File: config.mk
export PLATFORM = sky130hd
export DESIGN_NAME = ps2_scancode_decoder
export DESIGN_NICKNAME = d
export VERILOG_FILES = /design/src/rtl/ps2_pkg.sv /design/src/rtl/ps2_event_fifo.sv /design/src/rtl/ps2_scancode_decoder.sv
export SDC_FILE = /design/constraint.sdc
export NUM_CORES = 1
export LEC_CHECK = 0
export CORE_AREA = 5 5 99 119
export DETAILED_ROUTE_END_ITERATION = 8
export DIE_AREA = 0 0 104 124
export GPL_ROUTABILITY_DRIVEN = 0
export PLACE_DENSITY_LB_ADDON = 0.05
export SLEW_MARGIN = 10
export SYNTH_ARGS = -nofsm -noshare
export SYNTH_HDL_FRONTEND = slang
export SYNTH_SLANG_ARGS = --single-unit
File: constraint.sdc
create_clock -name clock -period 3 [get_ports clock]
set_input_delay 0.6 -clock clock [delete_from_list [all_inputs] [get_ports clock]]
set_output_delay 0.6 -clock clock [all_outputs]
set_load 0.05 [all_outputs]
File: src/rtl/ps2_pkg.sv
// Shared types and constants for the PS/2 Set-2 scan-code decoder.
// PS2_ASCII_LUT_EN adds an ascii field to key_event_t and the scan-to-ASCII table.
package ps2_pkg;

    localparam logic [7:0] PS2_EXT      = 8'hE0;
    localparam logic [7:0] PS2_BRK      = 8'hF0;
    localparam logic [7:0] PS2_ERR0     = 8'h00;
    localparam logic [7:0] PS2_ERRF     = 8'hFF;
    localparam logic [7:0] PS2_BAT      = 8'hAA;
    localparam logic [7:0] PS2_ECHO     = 8'hEE;
    localparam logic [7:0] PS2_ACK      = 8'hFA;
    localparam logic [7:0] PS2_BAT_FAIL = 8'hFC;
    localparam logic [7:0] PS2_RESEND   = 8'hFE;

    typedef enum logic [1:0] {
        S_IDLE,
        S_EXT,
        S_BRK,
        S_EXT_BRK
    } dec_state_t;

    typedef struct packed {
        logic       ext;
        logic       rel;
        logic [7:0] code;
`ifdef PS2_ASCII_LUT_EN
        logic [7:0] ascii;
`endif
    } key_event_t;

    // Keyboard-to-host housekeeping replies; never turned into key events.
    function automatic logic is_ctrl_byte(input logic [7:0] b);
        return (b == PS2_BAT) || (b == PS2_ECHO) || (b == PS2_ACK) ||
               (b == PS2_BAT_FAIL) || (b == PS2_RESEND);
    endfunction

`ifdef PS2_ASCII_LUT_EN
    function automatic logic [7:0] scan_to_ascii(input logic [7:0] sc, input logic shift);
        logic [7:0] c;
        c = 8'h00;
        case (sc)
            8'h1C: c = "a";  8'h32: c = "b";  8'h21: c = "c";  8'h23: c = "d";
            8'h24: c = "e";  8'h2B: c = "f";  8'h34: c = "g";  8'h33: c = "h";
            8'h43: c = "i";  8'h3B: c = "j";  8'h42: c = "k";  8'h4B: c = "l";
            8'h3A: c = "m";  8'h31: c = "n";  8'h44: c = "o";  8'h4D: c = "p";
            8'h15: c = "q";  8'h2D: c = "r";  8'h1B: c = "s";  8'h2C: c = "t";
            8'h3C: c = "u";  8'h2A: c = "v";  8'h1D: c = "w";  8'h22: c = "x";
            8'h35: c = "y";  8'h1A: c = "z";
            8'h16: c = shift ? "!" : "1";
            8'h1E: c = shift ? "@" : "2";
            8'h26: c = shift ? "#" : "3";
            8'h25: c = shift ? "$" : "4";
            8'h2E: c = shift ? "%" : "5";
            8'h36: c = shift ? "^" : "6";
            8'h3D: c = shift ? "&" : "7";
            8'h3E: c = shift ? "*" : "8";
            8'h46: c = shift ? "(" : "9";
            8'h45: c = shift ? ")" : "0";
            8'h29: c = 8'h20;
            8'h5A: c = 8'h0D;
            8'h66: c = 8'h08;
            default: c = 8'h00;
        endcase
        if (shift && c >= "a" && c <= "z")
            c = c - 8'd32;
        return c;
    endfunction
`endif

endpackage

File: src/rtl/ps2_event_fifo.sv
// First-word-fall-through event FIFO; a push into a full FIFO is dropped
// unless a pop frees the slot in the same cycle.
module ps2_event_fifo #(
    parameter int WIDTH = 10,
    parameter int DEPTH = 8
) (
    input  logic                         clock,
    input  logic                         reset_n,
    input  logic                         push,
    input  logic [WIDTH-1:0]             din,
    input  logic                         pop,
    output logic [WIDTH-1:0]             dout,
    output logic                         full,
    output logic                         empty,
    output logic [$clog2(DEPTH+1)-1:0]   count,
    output logic                         drop
);
    localparam int AW = $clog2(DEPTH);
    localparam int CW = $clog2(DEPTH+1);

    logic [WIDTH-1:0] mem [DEPTH];
    logic [AW-1:0]    wr_ptr;
    logic [AW-1:0]    rd_ptr;
    logic             do_push;
    logic             do_pop;

    assign empty   = (count == '0);
    assign full    = (count == CW'(DEPTH));
    assign do_pop  = pop && !empty;
    assign do_push = push && (!full || do_pop);
    assign drop    = push && full && !do_pop;

    // Zero head when empty so the event outputs read 0 out of reset.
    assign dout = empty ? '0 : mem[rd_ptr];

    always_ff @(posedge clock or negedge reset_n) begin
        if (!reset_n) begin
            wr_ptr <= '0;
            rd_ptr <= '0;
            count  <= '0;
        end else begin
            if (do_push) wr_ptr <= wr_ptr + AW'(1);
            if (do_pop)  rd_ptr <= rd_ptr + AW'(1);
            case ({do_push, do_pop})
                2'b10:   count <= count + CW'(1);
                2'b01:   count <= count - CW'(1);
                default: count <= count;
            endcase
        end
    end

    always_ff @(posedge clock) begin
        if (do_push) mem[wr_ptr] <= din;
    end

endmodule

File: src/rtl/ps2_scancode_decoder.sv
// Set-2 scan-byte to key-event decoder with repeat filter and event FIFO.
// PS2_ASCII_LUT_EN enables shift tracking and ASCII translation of each event.
//
// state      | meaning
// S_IDLE     | no prefix pending
// S_EXT      | E0 seen, waiting for code or F0
// S_BRK      | F0 seen, waiting for code
// S_EXT_BRK  | E0 F0 seen, waiting for code
module ps2_scancode_decoder
    import ps2_pkg::*;
#(
    parameter int DEPTH          = 8,
    parameter int TIMEOUT_CYCLES = 500000,
    parameter int FILTER_REPEAT  = 1
) (
    input  logic                         clock,
    input  logic                         reset_n,
    input  logic                         code_valid,
    input  logic [7:0]                   code,
    output logic                         ev_valid,
    input  logic                         ev_ready,
    output logic [7:0]                   ev_code,
    output logic                         ev_ext,
    output logic                         ev_rel,
    output logic [7:0]                   ev_ascii,
    output logic [$clog2(DEPTH+1)-1:0]   fifo_count,
    output logic                         overflow,
    input  logic                         ovf_clr,
    output logic                         err_pulse
);
    localparam int TW = (TIMEOUT_CYCLES > 0) ? $clog2(TIMEOUT_CYCLES+1) : 1;
    localparam int EW = $bits(key_event_t);

    dec_state_t  state, state_nxt;
    logic [TW-1:0] tmr;
    logic        timeout;
    logic        emit, e_ext, e_rel, err_evt;
    logic        hv, hext;
    logic [7:0]  hcode;
    logic        held_match, suppress, push;
    logic        fifo_empty, fifo_full, fifo_drop, pop;
    key_event_t  ev_in, ev_out;
    logic [EW-1:0] fifo_dout;

    // Down-counter loaded with the full window; terminal count 1 marks the
    // last allowed idle cycle of a pending prefix.
    assign timeout = (TIMEOUT_CYCLES != 0) && (state != S_IDLE) && !code_valid &&
                     (tmr == TW'(1));

    always_ff @(posedge clock or negedge reset_n) begin
        if (!reset_n) begin
            state <= S_IDLE;
            tmr   <= '0;
        end else begin
            state <= state_nxt;
            if (state == S_IDLE || code_valid || timeout)
                tmr <= TW'(TIMEOUT_CYCLES);
            else
                tmr <= tmr - TW'(1);
        end
    end

    always_comb begin
        state_nxt = state;
        emit      = 1'b0;
        e_ext     = 1'b0;
        e_rel     = 1'b0;
        err_evt   = 1'b0;
        if (timeout) begin
            err_evt   = 1'b1;
            state_nxt = S_IDLE;
        end else if (code_valid) begin
            case (state)
                S_IDLE: begin
                    if (code == PS2_EXT)
                        state_nxt = S_EXT;
                    else if (code == PS2_BRK)
                        state_nxt = S_BRK;
                    else if (code == PS2_ERR0 || code == PS2_ERRF)
                        err_evt = 1'b1;
                    else if (!is_ctrl_byte(code))
                        emit = 1'b1;
                end
                S_EXT: begin
                    if (code == PS2_BRK)
                        state_nxt = S_EXT_BRK;
                    else if (code != PS2_EXT) begin
                        emit      = 1'b1;
                        e_ext     = 1'b1;
                        state_nxt = S_IDLE;
                    end
                end
                S_BRK: begin
                    if (code == PS2_EXT) begin
                        err_evt   = 1'b1;
                        state_nxt = S_IDLE;
                    end else if (code != PS2_BRK) begin
                        emit      = 1'b1;
                        e_rel     = 1'b1;
                        state_nxt = S_IDLE;
                    end
                end
                S_EXT_BRK: begin
                    state_nxt = S_IDLE;
                    if (code == PS2_EXT || code == PS2_BRK)
                        err_evt = 1'b1;
                    else begin
                        emit  = 1'b1;
                        e_ext = 1'b1;
                        e_rel = 1'b1;
                    end
                end
                default: state_nxt = S_IDLE;
            endcase
        end
    end

    assign err_pulse = err_evt;

    assign held_match = hv && (hext == e_ext) && (hcode == code);
    assign suppress   = (FILTER_REPEAT != 0) && emit && !e_rel && held_match;
    assign push       = emit && !suppress;

    always_ff @(posedge clock or negedge reset_n) begin
        if (!reset_n) begin
            hv    <= 1'b0;
            hext  <= 1'b0;
            hcode <= 8'h00;
        end else if ((FILTER_REPEAT != 0) && emit) begin
            if (!e_rel) begin
                hv    <= 1'b1;
                hext  <= e_ext;
                hcode <= code;
            end else if (held_match) begin
                hv <= 1'b0;
            end
        end
    end

`ifdef PS2_ASCII_LUT_EN
    logic shift_l, shift_r;

    always_ff @(posedge clock or negedge reset_n) begin
        if (!reset_n) begin
            shift_l <= 1'b0;
            shift_r <= 1'b0;
        end else if (emit && !e_ext) begin
            if (code == 8'h12) shift_l <= !e_rel;
            if (code == 8'h59) shift_r <= !e_rel;
        end
    end
`endif

    always_comb begin
        ev_in      = '0;
        ev_in.ext  = e_ext;
        ev_in.rel  = e_rel;
        ev_in.code = code;
`ifdef PS2_ASCII_LUT_EN
        ev_in.ascii = e_ext ? 8'h00 : scan_to_ascii(code, shift_l | shift_r);
`endif
    end

    assign pop = ev_valid && ev_ready;

    ps2_event_fifo #(
        .WIDTH (EW),
        .DEPTH (DEPTH)
    ) u_fifo (
        .clock   (clock),
        .reset_n (reset_n),
        .push    (push),
        .din     (ev_in),
        .pop     (pop),
        .dout    (fifo_dout),
        .full    (fifo_full),
        .empty   (fifo_empty),
        .count   (fifo_count),
        .drop    (fifo_drop)
    );

    assign ev_out   = key_event_t'(fifo_dout);
    assign ev_valid = !fifo_empty;
    assign ev_code  = ev_out.code;
    assign ev_ext   = ev_out.ext;
    assign ev_rel   = ev_out.rel;
`ifdef PS2_ASCII_LUT_EN
    assign ev_ascii = ev_out.ascii;
`else
    assign ev_ascii = 8'h00;
`endif

    // A drop in the same cycle as a clear keeps the flag set.
    always_ff @(posedge clock or negedge reset_n) begin
        if (!reset_n)
            overflow <= 1'b0;
        else if (fifo_drop)
            overflow <= 1'b1;
        else if (ovf_clr)
            overflow <= 1'b0;
    end

endmodule

# Word level (Yosys, flattened, before mapping)
# Memories as Yosys holds them, arrays and structs flattened.
# Cells that the tools add are included.
# word_totals
out_inout_bits	25
memories	1
ram_bits	80
register_bits	42
# op_classes
n_eq_ne	23
n_reduce_logical	37
add_sub_neg	5
muxes	44
n_bitwise	1
# memory_table
memory	words	width	rd	rd_clocked_by_memory_dff	write_ports	line_no	source
u_fifo.mem	8	10	1	0	1	ps2_event_fifo.sv:21	logic [WIDTH-1:0] mem [DEPTH];
# op_table
cell	count
8-bit == test (second input constant)	8
1-bit two-way mux	28
19-bit by 1-bit == test with 1-bit output (second input constant)	1
19-bit two-way mux	1
19-bit by 1-bit subtractor with 19-bit output (second input constant)	1
2-bit two-way mux	8
8-bit inequality test (second input constant)	2
1-bit logical AND	12
10-bit two-way mux	1
1-bit logical OR	9
8-bit == test	1
8-bit zero test	1
4-bit inequality test (second input constant)	2
2-bit case mux with 4 select lines	1
4-bit case mux with 2 select lines	1
2-bit nonzero test	4
3-bit by 1-bit adder with 3-bit output (second input constant)	2
2-bit == test (second input constant)	3
1-bit zero test	6
4-bit by 1-bit adder with 4-bit output (second input constant)	1
2-bit by 1-bit == test with 1-bit output (second input constant)	2
4-bit == test (second input constant)	1
4-bit zero test	1
4-bit by 2-bit inequality test with 1-bit output (second input constant)	1
other kinds (10)	12

# Logic depth before layout (Yosys ltp)
# Gate-level depths: netlist of the first run.
# logic_depth
word_depth	19
mapped_depth	15

# By module
# Synthesis of the first run repeated with hierarchy kept, for this count alone.
# hier_totals
hier_cells	381
area_unflattened_um2	5495.3
# modules_own_cells
mod	cells_per_inst	area_per_inst_um2	n_inst
ps2_event_fifo	194	3658.5	1
ps2_scancode_decoder	187	1836.8	1

# Worst setup path before layout of the first run
# No wires, ideal clock.
# synth_timing
kind	input port to flip-flop
from	input code[0]
to	memory u_fifo.mem[2][0] (enable)
required_time_ps	2592
n_path_buf	2
setup_slack_ps	-1089
path_stages	8
t_arrival_ps	3681
setup_ps	408
cell_sequence	clkbuf_1 nor4_1 a21oi_2 xnor2_1 and3_1 or3b_4 buf_8 nor4b_1
# synth_via
elab_cells_between_ends	47
cone_classes	eq/ne (12); mux (20); reduce/logical (15)
# synth_rtl
item	line_no	source
start: declaration	ps2_scancode_decoder.sv:19	input logic [7:0] code,
8-bit inequality test, or another cell as far along	ps2_scancode_decoder.sv:87	else if (code != PS2_EXT) begin
1-bit two-way mux or 1-bit logical OR (tied branches)	ps2_scancode_decoder.sv:87, ps2_scancode_decoder.sv:105	
1-bit two-way mux (on tied branches)	ps2_scancode_decoder.sv:85, ps2_scancode_decoder.sv:105	
1-bit case mux with 2 select lines *	ps2_scancode_decoder.sv:73	case (state)
1-bit two-way mux *	ps2_scancode_decoder.sv:72	end else if (code_valid) begin
1-bit two-way mux *	ps2_scancode_decoder.sv:69	if (timeout) begin
via e_ext	ps2_scancode_decoder.sv:37	logic emit, e_ext, e_rel, err_evt;
1-bit == test *	ps2_scancode_decoder.sv:120	assign held_match = hv && (hext == e_ext) && (hcode == code);
1-bit logical AND * (2 in a row)	ps2_scancode_decoder.sv:120	
1-bit logical AND *	ps2_scancode_decoder.sv:121	assign suppress = (FILTER_REPEAT != 0) && emit && !e_rel && held_match;
1-bit zero test *	ps2_scancode_decoder.sv:122	assign push = emit && !suppress;
1-bit logical AND *	ps2_scancode_decoder.sv:122	
1-bit logical AND *	ps2_event_fifo.sv:30	assign do_push = push && (!full || do_pop);
1-bit two-way mux *	ps2_event_fifo.sv:53	if (do_push) mem[wr_ptr] <= din;
1-bit two-way mux (not written as such) *	ps2_event_fifo.sv:53	
end: declaration	ps2_event_fifo.sv:21	
# Mark *: on every way through the listed nets, which the timed path passes. The rest lies on a longest branch.

# Worst setup path after layout of the first run
# layout_timing
from	register tmr[1]
to	register u_fifo.count[3]
# layout_via
elab_chain_len	12
elab_cells_between_ends	18
cone_classes	eq/ne (4); mux (4); reduce/logical (10)
# layout_lines
item	line_no	source
start: declaration	ps2_scancode_decoder.sv:35	logic [TW-1:0] tmr;
start signal: assignment	ps2_scancode_decoder.sv:57	tmr <= TW'(TIMEOUT_CYCLES);
start signal: assignment	ps2_scancode_decoder.sv:59	tmr <= tmr - TW'(1);
19-bit by 1-bit == test with 1-bit output *	ps2_scancode_decoder.sv:48	(tmr == TW'(1));
1-bit logical AND *	ps2_scancode_decoder.sv:47	assign timeout = (TIMEOUT_CYCLES != 0) && (state != S_IDLE) && !code_valid &&
1-bit two-way mux	ps2_scancode_decoder.sv:69	
1-bit == test	ps2_scancode_decoder.sv:120	
1-bit logical AND (2 in a row)	ps2_scancode_decoder.sv:120	
1-bit logical AND	ps2_scancode_decoder.sv:121	
1-bit zero test	ps2_scancode_decoder.sv:122	
1-bit logical AND *	ps2_scancode_decoder.sv:122	
1-bit logical AND *	ps2_event_fifo.sv:30	
2-bit by 1-bit == test with 1-bit output or 2-bit == test (tied branches)	ps2_event_fifo.sv:44	case ({do_push, do_pop})
4-bit case mux with 2 select lines or 2-bit nonzero test (tied branches)	n/a	
end signal: assignment	ps2_event_fifo.sv:45	2'b10: count <= count + CW'(1);
end signal: assignment	ps2_event_fifo.sv:46	2'b01: count <= count - CW'(1);
end signal: assignment	ps2_event_fifo.sv:47	default: count <= count;
end: declaration	ps2_event_fifo.sv:15	output logic [$clog2(DEPTH+1)-1:0] count,
# Mark *: on every way between the ends. The rest lies on a longest branch, timed or not.
# A chain may end at the register's enable or synchronous reset.

==> results of run 1 <==
[cells by family (layout without fill, tap and decap cells)]
family,after synthesis,in the layout,synth area share [%]
AO/OA/AOI/OAI,27,27,3.45
AND/OR/NAND/NOR,105,105,10.1
other,1,8,0.0695
flip-flops,122,122,64.0
multiplexers,42,42,12.7
XOR/XNOR,29,29,4.71
adder cells (fa/ha/maj),8,8,1.99
buffers and inverters,32,139,3.01
[layer usage]
| metal | wire length (um) | GRT usage (%) |
|---|---|---|
| met3 | 460 | 5.39 |
| met2 | 6230 | 33.1 |
| met5 | 0 | 0 |
| met1 | 4600 | 23.1 |
| met4 | 66 | 5.59 |
[per-stage QoR]
step                instances  hold slack [ps]
floorplan                 373              304
CTS                       604              372
global route              609              426
global placement          569              508
finish                    609              340
detailed placement        569              513
[flip-flops by register name (all words and copies together), names as in the netlist]
name / flops
u_fifo.rd_ptr: 3
u_fifo.count: 4
state: 2
u_fifo.mem: 80
u_fifo.wr_ptr: 3
overflow: 1
tmr: 19
hv: 1
hcode: 8
hext: 1
[power by group through the flow]
| stage | sequential [uW] | clock (uW) | combinational, uW |
|---|---|---|---|
| 6_report | 2280 | 2020 | 2250 |
| 3_3_place_gp | 2280 | 0 | 2190 |
| 3_5_place_dp | 2290 | 0 | 2210 |
| 2_1_floorplan | 2270 | 0 | 1520 |
| 4_1_cts | 2270 | 2060 | 2240 |
| 5_1_grt | 2310 | 2150 | 2410 |
[cells in the mapped netlist, types with 2 or more instances]
cell type  count
a21oi_1        5
and3_1         5
buf_1          5
buf_4          8
clkbuf_1       8
dfrtp_1       42
edfxtp_1      80
ha_1           7
inv_1          9
mux2_2        11
mux2i_1       11
mux4_2        20
nand2_1       18
nand3_1        9
nand3b_1       2
nand4_1        4
nor2_1        34
nor3_1         7
nor4_1        11
nor4b_1        5
o21ai_0        8
o31ai_1        4
o41ai_1        2
or4_4          2
xnor2_1       22
xor2_1         7
[worst reg2reg max path, stage by stage (launching register included)]
cell and delay, ps:
dfrtp_1 380, inv_2 60, ha_1 120, or4b_1 430, or4_4 460, o31ai_4 180, and3_4 210, or3b_4 150
ha_4 140, ha_4 190, a21o_1 180, a21oi_2 130, xnor2_1 130, nor2_1 60, xor2_1 140
[what timing repair did]
item / 4_1_cts / 5_1_grt
resized for setup: 6 / 27
cloned: 0 / 2
buffers inserted: 3 / 3
endpoints found under the setup margin: 2 / 40
pin swaps: 4 / 1
[cell type report]
cell class	instances	share of cell area [%]
Timing Repair Buffer	98	12.1
Sequential cell	122	48.8
Clock buffer	23	6.61
Tap cell	129	2.28
Clock inverter	9	1.71
Multi-Input combinational cell	219	28.0
Inverter	9	0.477
[worst min path at each step]
stage / startpoint / end / slack, ps
floorplan: reset_n / hcode[0] / 300
global placement: tmr[17] / tmr[17] / 510
detailed placement: tmr[17] / tmr[17] / 510
CTS: reset_n / hcode[7] / 370
global route: reset_n / hcode[7] / 430
finish: reset_n / hcode[7] / 340
==> out/summary.txt, run 1 <==
Outcome - finished, violations left
Failing checks - negative setup slack
Antenna violations before repair - 0
Clock latency on the worst-skew pair - 410 ps
Max incr delay on CP - 460 ps
Crit path buf inv count - 1
Register Area - 0.00345 mm2
Ys flop type - edfxtp_1
TNS Setup - -475 ps
Final Cycle Share - 103%
Share of post-route cells with drive strength above 1 - 34.6%
Max-Cap Viols - 0
Net Sw Power - 2190 uW
Flop2flop setup slack - -90 ps
CTS tree - done
Largest net degree at the start of global routing - 43
Initial core utilization - 51.6%
Pwr per Cell Area - 925 mW/mm2
Place WS - -520 ps
Synth area leaders - edfxtp_1 45%, dfrtp_1 19%, mux4_2 8.3%
HPWL Detailed - 7.68 mm
Vias per inst - 5.42
Critical path startpoint - tmr[1]
Relative slew margins - 35.8%
P_int - 4350 uW
# nets final - 488
Worst Setup Start Kind - flop
Post-Synthesis Cells - 366
Crit Path Category - reg2reg
EDFF count, synth - 80
Clock Skew - 14.1 ps
Final instance area - 0.00708 mm2
Unrepaired setup endpoints after global routing - true
Post-Syn Area per Cell - 14.7 um2
Switching portion of total power - 33.5%
Crit path DAT - 3370 ps
R2R cell count - 14
CP Depth - 14
Input/output buffers - 29
Worst Hold Class - in2async
First-pass GRT wire length - 18.5 mm
Slew Viols, Final - 0
H-tree depth - 4
GRT Total Usage - 18.9%
FF+latch count, synth - 122
Core Region - 0.0105 mm2
Post-Syn Area - 0.00540 mm2
Slowest CP cell - or4_4
Critical path endpoint - u_fifo.count[3]
CP required - 3270 ps
Min setup slack post-route - -91.4 ps
VDD IR max - 0.442 mV
Cts hold-fix bufs - 0
# clock sinks - 122
Worst-path maximum fanout - 2
R2R Path End - u_fifo.count[3]
Final Util - 67.6%
Synth-to-layout area growth - 31.1%
Post-synth ARST share - 34.4%
Die extent in y - 124 um
DIE AREA - 0.0129 mm2
Commonest non-fill, non-tap cell in the layout - edfxtp_1
Area share of the largest cell type after synthesis - 44.5%
Seq/Total Area, Yosys - 64.0%
Clock power frac - 30.9%
Routed WL - 11.4 mm
Leak - 0.00274 uW
Multi-input gate area in the final layout - 0.00198 mm2
Commonest cells after routing, fill and taps aside - 80 x edfxtp_1, 70 x buf_4, 42 x dfrtp_1
Clock Tree Root - clkbuf_16
Fillers - 749
N_diodes - 0
Row cnt - 41
Final Power - 6550 uW
Worst Tran Pin Value - 963 ps
CP dominant cell by count - ha_4
Global route overflow - 0
Clk slew on worst S/H paths - 60 ps
Number of global-route vias before repair - 3432
Reg2reg start - tmr[1]
Final min period - 3090 ps
Ports - 38
Cell variety after synth - 46
Placed cell area - 0.00629 mm2
Drt first pass iters - 4
CTS buffer count - 17
Crit path max-delay family - simple AND/OR/NAND/NOR gates
YS warnings - 0
CP cell instances - inv_2 -> ha_1 -> or4b_1 -> or4_4 -> o31ai_4 -> and3_4 -> or3b_4 -> ha_4 -> ha_4 -> a21o_1 -> a21oi_2 -> xnor2_1 -> nor2_1 -> xor2_1
Post-DR wirelength/cell - 18.6 um
Antenna Nets Post-Route - 0
Chip width - 104 um
Highest clock rate - 323 MHz
CP endpoint kind - flop
Hold Vio Cnt, Final - 0
Vias - 3299
Register share of total power - 34.8%
Combinational Power Share - 34.3%
Initial DRC count - 188
Clk buf depth - 2
Post-route DRC - 0
Synth area leader - edfxtp_1
Final setup vio count - 7
(Power assumes the default switching activity.)
==> inputs of run 2 (changes only) <==
- CORE_AREA: 5 5 99 119 -> 5 5 107 130
- DIE_AREA: 0 0 104 124 -> 0 0 112 135
- SYNTH_HIERARCHICAL: default -> 1
==> run 2 against run 1 <==
  * The flow now finishes without violations
  * Global-route usage decreased by 3.6 points
  * Via count decreased by 1.8%
  * Clock-buffer cell count decreased by 6
  * Worst hold slack improved by 8.0 ps
  * Area after synthesis increased by 1.7%
  * Routed wire length decreased by 4.3%
  * Final area decreased by 1.8%
  * Final cell count increased by 5.3%
  * Sequential cell count unchanged
  * Critical path depth decreased by 5
  * Total power about the same
  * Non-clock buffer count decreased by 15
  * Critical path type is now in2out
  * Critical endpoint is now err_pulse
  * Largest cell class unchanged
==> out/summary.txt, run 2 <==
Post-Synthesis Cells - 380
CP cell instances - dlygate4sd2_1 -> buf_4 -> nor4_1 -> and2_1 -> buf_4 -> a21oi_1 -> o32ai_1 -> a21o_1 -> buf_12
Outcome - complete, no violations
# clock sinks - 122
Final setup vio count - 0
Place WS - -664 ps
Ports - 38
Initial core utilization - 44.1%
Critical path startpoint - code[7]
Flop2flop setup slack - 420 ps
Clock power frac - 32.4%
Reg2reg start - hcode[2]
CP endpoint kind - output pin
Unrepaired setup endpoints after global routing - false
Placed cell area - 0.00626 mm2
Clk buf depth - 2
Share of post-route cells with drive strength above 1 - 33.5%
R2R Path End - u_fifo/count[2]
Hold Vio Cnt, Final - 0
Core Region - 0.0124 mm2
Initial DRC count - 127
Input/output buffers - 29
CP Depth - 9
# nets final - 482
Combinational Power Share - 33.9%
Largest Register - u_fifo/mem
Vias per inst - 5.05
Max-Cap Viols - 0
Worst Tran Pin Value - 996 ps
R2R cell count - 14
Antenna Nets Post-Route - 0
Pwr per Cell Area - 942 mW/mm2
Min setup slack post-route - 125 ps
Top Layer Used - met4
Final min period - 2880 ps
N_diodes - 0
Vias - 3239
TNS Setup - 0 ps
Antenna violations before repair - 0
Chip width - 112 um
Slew Viols, Final - 0
Synth-to-layout area growth - 26.6%
Global route overflow - 0
Switching portion of total power - 34.1%
Net Sw Power - 2230 uW
HPWL Detailed - 7.52 mm
Clock latency on the worst-skew pair - 410 ps
Crit Path Category - in2out
Max incr delay on CP - 320 ps
Routed length on met1 - 4.90 mm
CP required - 2400 ps
Cts hold-fix bufs - 0
Met3 routed WL - 372 um
Row cnt - 45
Routed WL - 10.9 mm
Critical path endpoint - err_pulse
Highest clock rate - 348 MHz
WL met2 - 5.50 mm
First-pass GRT wire length - 18.0 mm
Leak - 0.00272 uW
Largest net degree at the start of global routing - 43
CTS buffer count - 17
Worst Hold Class - in2async
Final Power - 6550 uW
Fillers - 1039
Crit path max-delay family - buffers and inverters
Worst-path maximum fanout - 10
Max reg flops - 80
P_int - 4320 uW
Clk slew on worst S/H paths - 50 ps
Slowest CP cell - dlygate4sd2_1
Number of global-route vias before repair - 3399
YS warnings - 6
Commonest non-fill, non-tap cell in the layout - edfxtp_1
Clock Skew - 9.05 ps
Clock Tree Root - clkbuf_16
Commonest cells after routing, fill and taps aside - 80 x edfxtp_1, 61 x buf_4, 42 x dfrtp_1
Crit path buf inv count - 4
Regs by FF count - u_fifo/mem x80, tmr x19, hcode x8
GRT Total Usage - 15.4%
H-tree depth - 4
Post-Syn Area per Cell - 14.5 um2
Final instance area - 0.00695 mm2
Post-DR wirelength/cell - 17.0 um
Crit path DAT - 2280 ps
Hold slack - 348 ps
Die extent in y - 135 um
Post-route DRC - 0
Post-Syn Area - 0.00549 mm2
Register share of total power - 33.7%
Worst Setup Start Kind - primary input
Final Cycle Share - 95.8%
Drt first pass iters - 4
Relative slew margins - 33.6%
CP dominant cell by count - buf_4
CTS tree - done
VDD IR max - 0.621 mV
DIE AREA - 0.0151 mm2
[run 2: worst min path at each step]
stage | slack (ps) | from | endpoint
2_1_floorplan | 300 | reset_n | hcode[0]
3_3_place_gp | 470 | overflow | overflow
3_5_place_dp | 470 | overflow | overflow
4_1_cts | 370 | reset_n | hcode[3]
5_1_grt | 440 | reset_n | hcode[7]
6_report | 350 | reset_n | hcode[3]
[run 2: power by group through the flow]
stage,sequential [uW],combinational [uW],clock [uW]
floorplan,2280,1490,0
global placement,2220,2230,0
detailed placement,2230,2240,0
CTS,2200,2250,2170
global route,2240,2380,2250
finish,2210,2220,2120
[run 2: metal layers]
metal  global-route usage, %  vias to the layer above
li1                        -                     1567
met1                    19.8                     1610
met2                    25.6                       53
met3                    4.08                        9
met4                    4.81                        0
met5                       0                        -
[run 2: final cells by class]
cell class | instances | area (um2) | area share (%)
Sequential cell | 122 | 3450 | 49.7
Multi-Input combinational cell | 231 | 1950 | 28.1
Timing Repair Buffer | 83 | 683 | 9.83
Clock buffer | 17 | 425 | 6.12
Tap cell | 164 | 205 | 2.95
Clock inverter | 15 | 200 | 2.88
Inverter | 9 | 33.8 | 0.486
[run 2: what timing repair did]
action | CTS | global route
endpoints found under the hold margin | 0 | 0
resized for setup | 9 | 20
setup endpoints to repair | 50 | 84
pin swaps | 4 | 8
setup buffers | 2 | 2
[run 2: through the flow]
step           instances  util [%]
5_1_grt              641      55.9
3_5_place_dp         606      50.3
3_3_place_gp         606      50.3
2_1_floorplan        387         -
6_report             641      55.9
4_1_cts              639      55.5
